File: src/rtl/btn_pulse_gen.sv
`default_nettype none
// ============================================================================
// Module      : btn_pulse_gen
// Description : Synchronises and debounces a raw push-button, emitting one
//               single-cycle enable pulse per press with optional auto-repeat.
// Revision    : 1.0 - initial release
// ============================================================================
module btn_pulse_gen #(
    parameter int STABLE_CYCLES = 4,
    parameter int REPEAT_EN     = 0,
    parameter int REPEAT_DELAY  = 10,
    parameter int REPEAT_PERIOD = 3
) (
    input  logic clk,
    input  logic reset,
    input  logic btn_in,
    output logic pulse_out,
    output logic btn_level,
    output logic repeat_active
);

    localparam int c_DB_W   = $clog2(STABLE_CYCLES);
    localparam int c_TMR_MX = (REPEAT_DELAY > REPEAT_PERIOD) ? REPEAT_DELAY : REPEAT_PERIOD;
    localparam int c_TMR_W  = $clog2(c_TMR_MX);

    localparam logic [c_DB_W-1:0]  c_DB_LAST     = c_DB_W'(STABLE_CYCLES - 1);
    localparam logic [c_TMR_W-1:0] c_DELAY_LAST  = c_TMR_W'(REPEAT_DELAY - 1);
    localparam logic [c_TMR_W-1:0] c_PERIOD_LAST = c_TMR_W'(REPEAT_PERIOD - 1);

    typedef enum logic [1:0] {
        ST_IDLE   = 2'd0,
        ST_HELD   = 2'd1,
        ST_REPEAT = 2'd2
    } state_t;

    logic               r_s1;
    logic               r_s2;
    logic [c_DB_W-1:0]  r_db_cnt;
    logic               r_level;
    state_t             r_state;
    state_t             w_state_nxt;
    logic [c_TMR_W-1:0] r_timer;
    logic [c_TMR_W-1:0] w_timer_nxt;
    logic               r_pulse;
    logic               w_pulse_nxt;

    logic w_mismatch;
    logic w_db_done;
    logic w_rise;
    logic w_fall;

    assign w_mismatch = r_s2 ^ r_level;
    assign w_db_done  = w_mismatch && (r_db_cnt == c_DB_LAST);
    assign w_rise     = w_db_done && !r_level;
    assign w_fall     = w_db_done && r_level;

    always_ff @(posedge clk) begin
        if (reset) begin
            r_s1     <= 1'b0;
            r_s2     <= 1'b0;
            r_db_cnt <= '0;
            r_level  <= 1'b0;
            r_state  <= ST_IDLE;
            r_timer  <= '0;
            r_pulse  <= 1'b0;
        end else begin
            r_s1 <= btn_in;
            r_s2 <= r_s1;
            // Any return to the current level restarts the stability count.
            if (!w_mismatch || w_db_done) begin
                r_db_cnt <= '0;
            end else begin
                r_db_cnt <= r_db_cnt + 1'b1;
            end
            if (w_db_done) begin
                r_level <= ~r_level;
            end
            r_state <= w_state_nxt;
            r_timer <= w_timer_nxt;
            r_pulse <= w_pulse_nxt;
        end
    end

    always_comb begin
        w_state_nxt = r_state;
        w_timer_nxt = r_timer;
        w_pulse_nxt = 1'b0;
        case (r_state)
            ST_IDLE: begin
                w_timer_nxt = '0;
                if (w_rise) begin
                    w_state_nxt = ST_HELD;
                    w_pulse_nxt = 1'b1;
                end
            end
            ST_HELD: begin
                if (w_fall) begin
                    w_state_nxt = ST_IDLE;
                    w_timer_nxt = '0;
                end else if ((REPEAT_EN != 0) && (r_timer == c_DELAY_LAST)) begin
                    w_state_nxt = ST_REPEAT;
                    w_timer_nxt = '0;
                    w_pulse_nxt = 1'b1;
                end else if (r_timer != c_DELAY_LAST) begin
                    // Saturates when repeat is disabled so the timer never wraps.
                    w_timer_nxt = r_timer + 1'b1;
                end
            end
            ST_REPEAT: begin
                // Release wins over a repeat pulse due on the same edge.
                if (w_fall) begin
                    w_state_nxt = ST_IDLE;
                    w_timer_nxt = '0;
                end else if (r_timer == c_PERIOD_LAST) begin
                    w_timer_nxt = '0;
                    w_pulse_nxt = 1'b1;
                end else begin
                    w_timer_nxt = r_timer + 1'b1;
                end
            end
            default: begin
                w_state_nxt = ST_IDLE;
                w_timer_nxt = '0;
            end
        endcase
    end

    assign pulse_out     = r_pulse;
    assign btn_level     = r_level;
    assign repeat_active = (r_state == ST_REPEAT);

endmodule
`default_nettype wire

File: config.mk
export PLATFORM = sky130hd
export DESIGN_NAME = btn_pulse_gen
export DESIGN_NICKNAME = d
export VERILOG_FILES = /design/src/rtl/btn_pulse_gen.sv
export SDC_FILE = /design/constraint.sdc
export NUM_CORES = 1
export LEC_CHECK = 0
export CAP_MARGIN = 40
export CORE_AREA = 2 2 39 41
export DETAILED_ROUTE_END_ITERATION = 16
export DIE_AREA = 0 0 41 43
export PLACE_DENSITY = 0.38
export SLEW_MARGIN = 15
export SYNTH_ARGS = -nofsm -noshare
export SYNTH_HDL_FRONTEND = slang
export SYNTH_SLANG_ARGS = --single-unit
File: constraint.sdc
create_clock -name clk -period 1.15 [get_ports clk]
set_input_delay 0.23 -clock clk [delete_from_list [all_inputs] [get_ports clk]]
set_output_delay 0.23 -clock clk [all_outputs]
set_load 0.02 [all_outputs]
# After elaboration in Yosys (flattened, before gate mapping)
# Index checks and enable logic that the tools add are counted.
dict set report totals {
  regBits 12
  in_bits 3
  out_inout_bits 3
  elab_cells 41
}
dict set report classes {
  add_sub_neg 2
  eq_ne 8
  n_mux 12
  bitwise_logic 2
  reduce_logical 10
}
# operator n
set op_table {}
lappend op_table {{2-to-1 mux 4 bit} 4}
lappend op_table {{case mux 4 bit (2 select lines)} 1}
lappend op_table {{adder 4 x 1 -> 4 bit (second input constant)} 1}
lappend op_table {{== test 2 bit (second input constant)} 2}
lappend op_table {{== test 4 x 2 -> 1 bit (second input constant)} 1}
lappend op_table {{2-to-1 mux 2 bit} 2}
lappend op_table {{!= test 4 bit (second input constant)} 1}
lappend op_table {{case mux 2 bit (2 select lines)} 1}
lappend op_table {{OR reduction 2 bit} 2}
lappend op_table {{logical AND 1 bit} 3}
lappend op_table {{2-to-1 mux 1 bit} 3}
lappend op_table {{!= test 3 bit (second input constant)} 1}
lappend op_table {{adder 2 x 1 -> 2 bit (second input constant)} 1}
lappend op_table {{== test 2 x 1 -> 1 bit (second input constant)} 1}
lappend op_table {{zero test 1 bit} 2}
lappend op_table {{zero test 2 bit} 1}
lappend op_table {{!= test 2 x 1 -> 1 bit (second input constant)} 1}
lappend op_table {{!= test 2 bit (second input constant)} 1}
lappend op_table {{case mux 1 bit (2 select lines)} 1}
lappend op_table {{AND reduction 2 bit} 1}
lappend op_table {{logical OR 1 bit} 1}
lappend op_table {{NOT 1 bit} 1}
lappend op_table {{XOR 1 bit} 1}

# Depth between registers and ports, before layout
dict set report logic_depth {
  word_depth 5
  ltp_mapped 3
  ltp_nobuf 3
}

# Worst setup path after synthesis
# Ideal clock, no wire load.
dict set report synth_timing {
  path_type {register -> register}
  start {register r_db_cnt[0]}
  end {register r_state[0]}
  setup_time_ps 92
  arrival_time_ps 850
  required_time_ps 1058
  path_slack_ps 208
  stages_incl_launch_ff 4
  n_path_buf 0
  period_less_slack_ps 942
  path_cell_list {dfxtp_1 -> ha_1 -> nor2b_1 -> o32ai_1}
}
dict set report synth_via {
  elab_chain_cells 5
  elab_cells_between_ends 7
  classes_between {eq/ne (3); reduce/logical (4)}
}
# element line
set synth_lines {}
lappend synth_lines {{from (decl)} 38} ;# logic [c_DB_W-1:0] r_db_cnt;
lappend synth_lines {{from (signal assigned)} 73} ;# r_db_cnt <= r_db_cnt + 1'b1;
lappend synth_lines {{== test 2 bit *} 53} ;# assign w_db_done = w_mismatch && (r_db_cnt == c_DB_LAST);
lappend synth_lines {{logical AND 1 bit *} 53}
lappend synth_lines {{logical AND 1 bit, on equally long branches} {54, 55}}
lappend synth_lines {{!= test 2 bit (no source line) or != test 2 x 1 -> 1 bit (tied branches)} -}
lappend synth_lines {{AND reduction 2 bit (no source line) *} -}
lappend synth_lines {{to (signal assigned)} 78} ;# r_state <= w_state_nxt;
lappend synth_lines {{to (decl)} 40} ;# state_t r_state;
# Mark *: on every way between the ends. The rest lies on a longest branch, timed or not.
# A chain may end at the register's enable or synchronous reset.

# Final worst setup path
dict set report layout_timing {
  start {register r_pulse, in the netlist pulse_out}
  end {output port pulse_out}
}
# element line
set layout_rtl {}
lappend layout_rtl {{from (decl)} 44} ;# logic r_pulse;
lappend layout_rtl {{from (signal assigned)} 80} ;# r_pulse <= w_pulse_nxt;
lappend layout_rtl {{to (decl)} 17} ;# output logic pulse_out,
# No word-level cell between the ends.

==> out/metrics.csv <==
stage;metric;value;unit
run_status;status;finished clean;
pwr;Power Density;1490;mW/mm^2
timing;final number of max-transition violations;0;
synthesis;mux cell area share after synthesis;0;%
critical_path;CP endpoint kind;output pin;
clock_tree;CTS tree;yes;
placement;global placer's final weighted congestion;0.652;
floorplan;row count;14;
routing;Residual DRC;0;
clock_tree;clock net sink count;7;
timing;Tmin final;1.10;ns
critical_path;arrival time at the worst endpoint;0.87;ns
synthesis;FFs w/ async S/R, synth;0;%
timing;worst hold slack;0.425;ns
clock_tree;H-tree Lvls;1;
critical_path;crit path max fanout;1;
synthesis;Synth Area in XOR/XNOR;3.41;%
floorplan;core area;0.00138;mm^2
placement;port bufs;4;
timing;crit share post-route;95.5;%
pwr;Tot Pwr;0.000525;W
clock_tree;clock latency on the worst-skew pair;0.25;ns
critical_path;max incr delay on CP;0.32;ns
synthesis;simple-gate area share of the yosys netlist;23.9;%
synthesis;YS warnings;0;
critical_path;worst reg2reg path startpoint;r_db_cnt[0];
worst_hold_path;hold depth;1;
routing;Initial DRT Pass Iterations;2;
critical_path;CP Buf/Inv Count;1;
synthesis;Mapped Cells;24;
synthesis;Synth Flop Type;dfxtp_1;
timing;Clock Skews;0.00168;ns
critical_path;FF-to-FF End;r_state[0];
critical_path;worst reg2reg setup slack;0.09;ns
placement;dpl cells;46;
routing;WL/cell;9.06;um
worst_hold_path;hold path startpoint;r_db_cnt[0];
layout;area growth from synthesis to layout;37.1;%
critical_path;FF-to-FF path depth;3;
timing;total negative slack;0;ns
critical_path;CP max-delay cell;dlygate4sd2_1;
synthesis;cell taking the most area after synthesis;dfxtp_1;
timing;RSZ-0062 raised after global routing;false;
worst_hold_path;Hold Path Class;flip-flop to flip-flop;
clock_tree;cts hold-fix bufs;0;
synthesis;Netlist cell types;15;
synthesis;Netlist Area Pre-Place;256;um^2
job;max_cap viols;0;
floorplan;Die H;43;um
layout;share of cells above drive strength 1;23.5;%
clock_tree;Clock Pin Slew Worst Setup and Hold Paths;0.05;ns
floorplan;Top Ports;6;
synthesis;Avg Inst Size Synth;10.7;um^2
clock_tree;postcts setup bufs;0;
routing;Detailed Route WL;453;um
global_routing;All-Layer GR Usage;7.75;%
timing;upper clock frequency limit;911;MHz
synthesis;largest family of logic cells by synthesized area;simple AND/OR/NAND/NOR gates;
floorplan;Die W;41;um
synthesis;Yosys reg bits;7;
layout;# diodes;0;
critical_path;CP Class;flip-flop to output pin;
floorplan;DIE AREA;0.00176;mm^2
synthesis;Synthesized Nets;28;
pwr;leakage power;0.143;nW
clock_tree;CTS root buf;clkbuf_4;
synthesis;number of flops mapped to enable cells by yosys;0;
critical_path;crit-path cells;dlygate4sd2_1;
global_routing;overflow left after global routing;0;
synthesis;Synth top area share;54.6;%
synthesis;Compound-Gate Fraction of Synth Area;7.32;%
routing;post-route ant nets;0;
clock_tree;CTS resizes;2;
synthesis;ranking of synthesized cells by area;dfxtp_1, nor2b_1, nor4b_2, ha_1, a21oi_1;
timing;final setup fails;0;
global_routing;first-pass GRT wire length;821;um
synthesis;adder-cell share of the synthesized area;4.88;%
worst_hold_path;WHS Endpoint;r_db_cnt[0];
clock_tree;maximum clock insertion buffer count;2;
layout;Nets;39;
routing;vias;192;
layout;Non-Filler Instances;50;
global_routing;vias in the first global route;198;
critical_path;Worst setup SP type;flip-flop;
synthesis;most common cell in the netlist;dfxtp_1;
routing;via/cell ratio;3.84;
synthesis;top post-synthesis cells by count;dfxtp_1, nor2b_1, a21oi_1;
routing;Iter 0 DRT Violations;2;
timing;Final Hold Viols;0;
synthesis;sequential element share of the synthesized area;54.6;%
pwr;peak supply drop;0.444;mV
global_routing;initial antenna violation count;0;
critical_path;Worst EP required;0.92;ns
clock_tree;Num CTS Buffers;3;
global_routing;largest net degree at the start of global routing;7;
critical_path;crit-path leading delay family;buffers and inverters;
floorplan;initial core utilization;18.5;%
stage by stage:
step	setup slack, ns	utilization (%)	instance area [um^2]
after CTS	0.000113	25.7	355
after global routing	0.0199	25.4	352
after global placement	0.0110	24.0	332
after detailed placement	-0.0390	24.0	332
final	0.0518	25.4	352
after floorplan	0.208	-	256
cells by family (layout without fill, tap and decap cells):
logic type      Yosys count  in the layout
compound gates            3              3
xor+xnor                  1              1
simple gates              9              9
buf+inv                   2             12
flops                     7              7
other cells               1              1
fa+ha+maj                 1              1
cell usage in the layout, fill, tap and decap left out, types with 2 or more instances in the layout:
cell type | netlist | layout
nor2b_1 | 3 | 3
buf_4 | 1 | 3
dfxtp_1 | 7 | 7
clkdlybuf4s50_1 | 0 | 2
a21oi_1 | 2 | 2
clkbuf_4 | 0 | 3
flip-flops by register name, summed over array words and instances (netlist names):
register   flops
r_db_cnt       2
btn_level      1
pulse_out      1
r_s1           1
r_s2           1
r_state        1
worst max path at each step:
| stage | from | to | slack, ns | cells past startpoint |
|---|---|---|---|---|
| after floorplan | r_db_cnt[0] | r_state[0] | 0.21 | 3 |
| after global placement | btn_level | btn_level | 0.01 | 1 |
| after detailed placement | reset | r_db_cnt[1] | -0.04 | 3 |
| after CTS | btn_level | btn_level | 0.0001 | 1 |
| after global routing | pulse_out | pulse_out | 0.02 | 1 |
| final | pulse_out | pulse_out | 0.05 | 1 |
where the power goes:
part | internal (W) | switching (W)
Sequential | 0.000253 | 0.00000709
Combinational | 0.0000202 | 0.0000157
Clock | 0.000133 | 0.0000956
final cells by class:
cell class,instances,area (um^2)
Fill cell,140,1030
Sequential cell,7,140
Multi-Input combinational cell,15,105
Timing Repair Buffer,7,56.3
Clock buffer,4,26.3
Tap cell,16,20.0
Inverter,1,3.75
metal layers:
layer / up-vias / track usage (%) / routed length [um]
met5: - / 0 / 0
met4: 0 / 10.0 / 0
met3: 0 / 3.14 / 26
met2: 5 / 9.38 / 227
met1: 89 / 8.41 / 198
li1: 98 / - / -
Note: power is estimated with default switching activity, not from simulation.
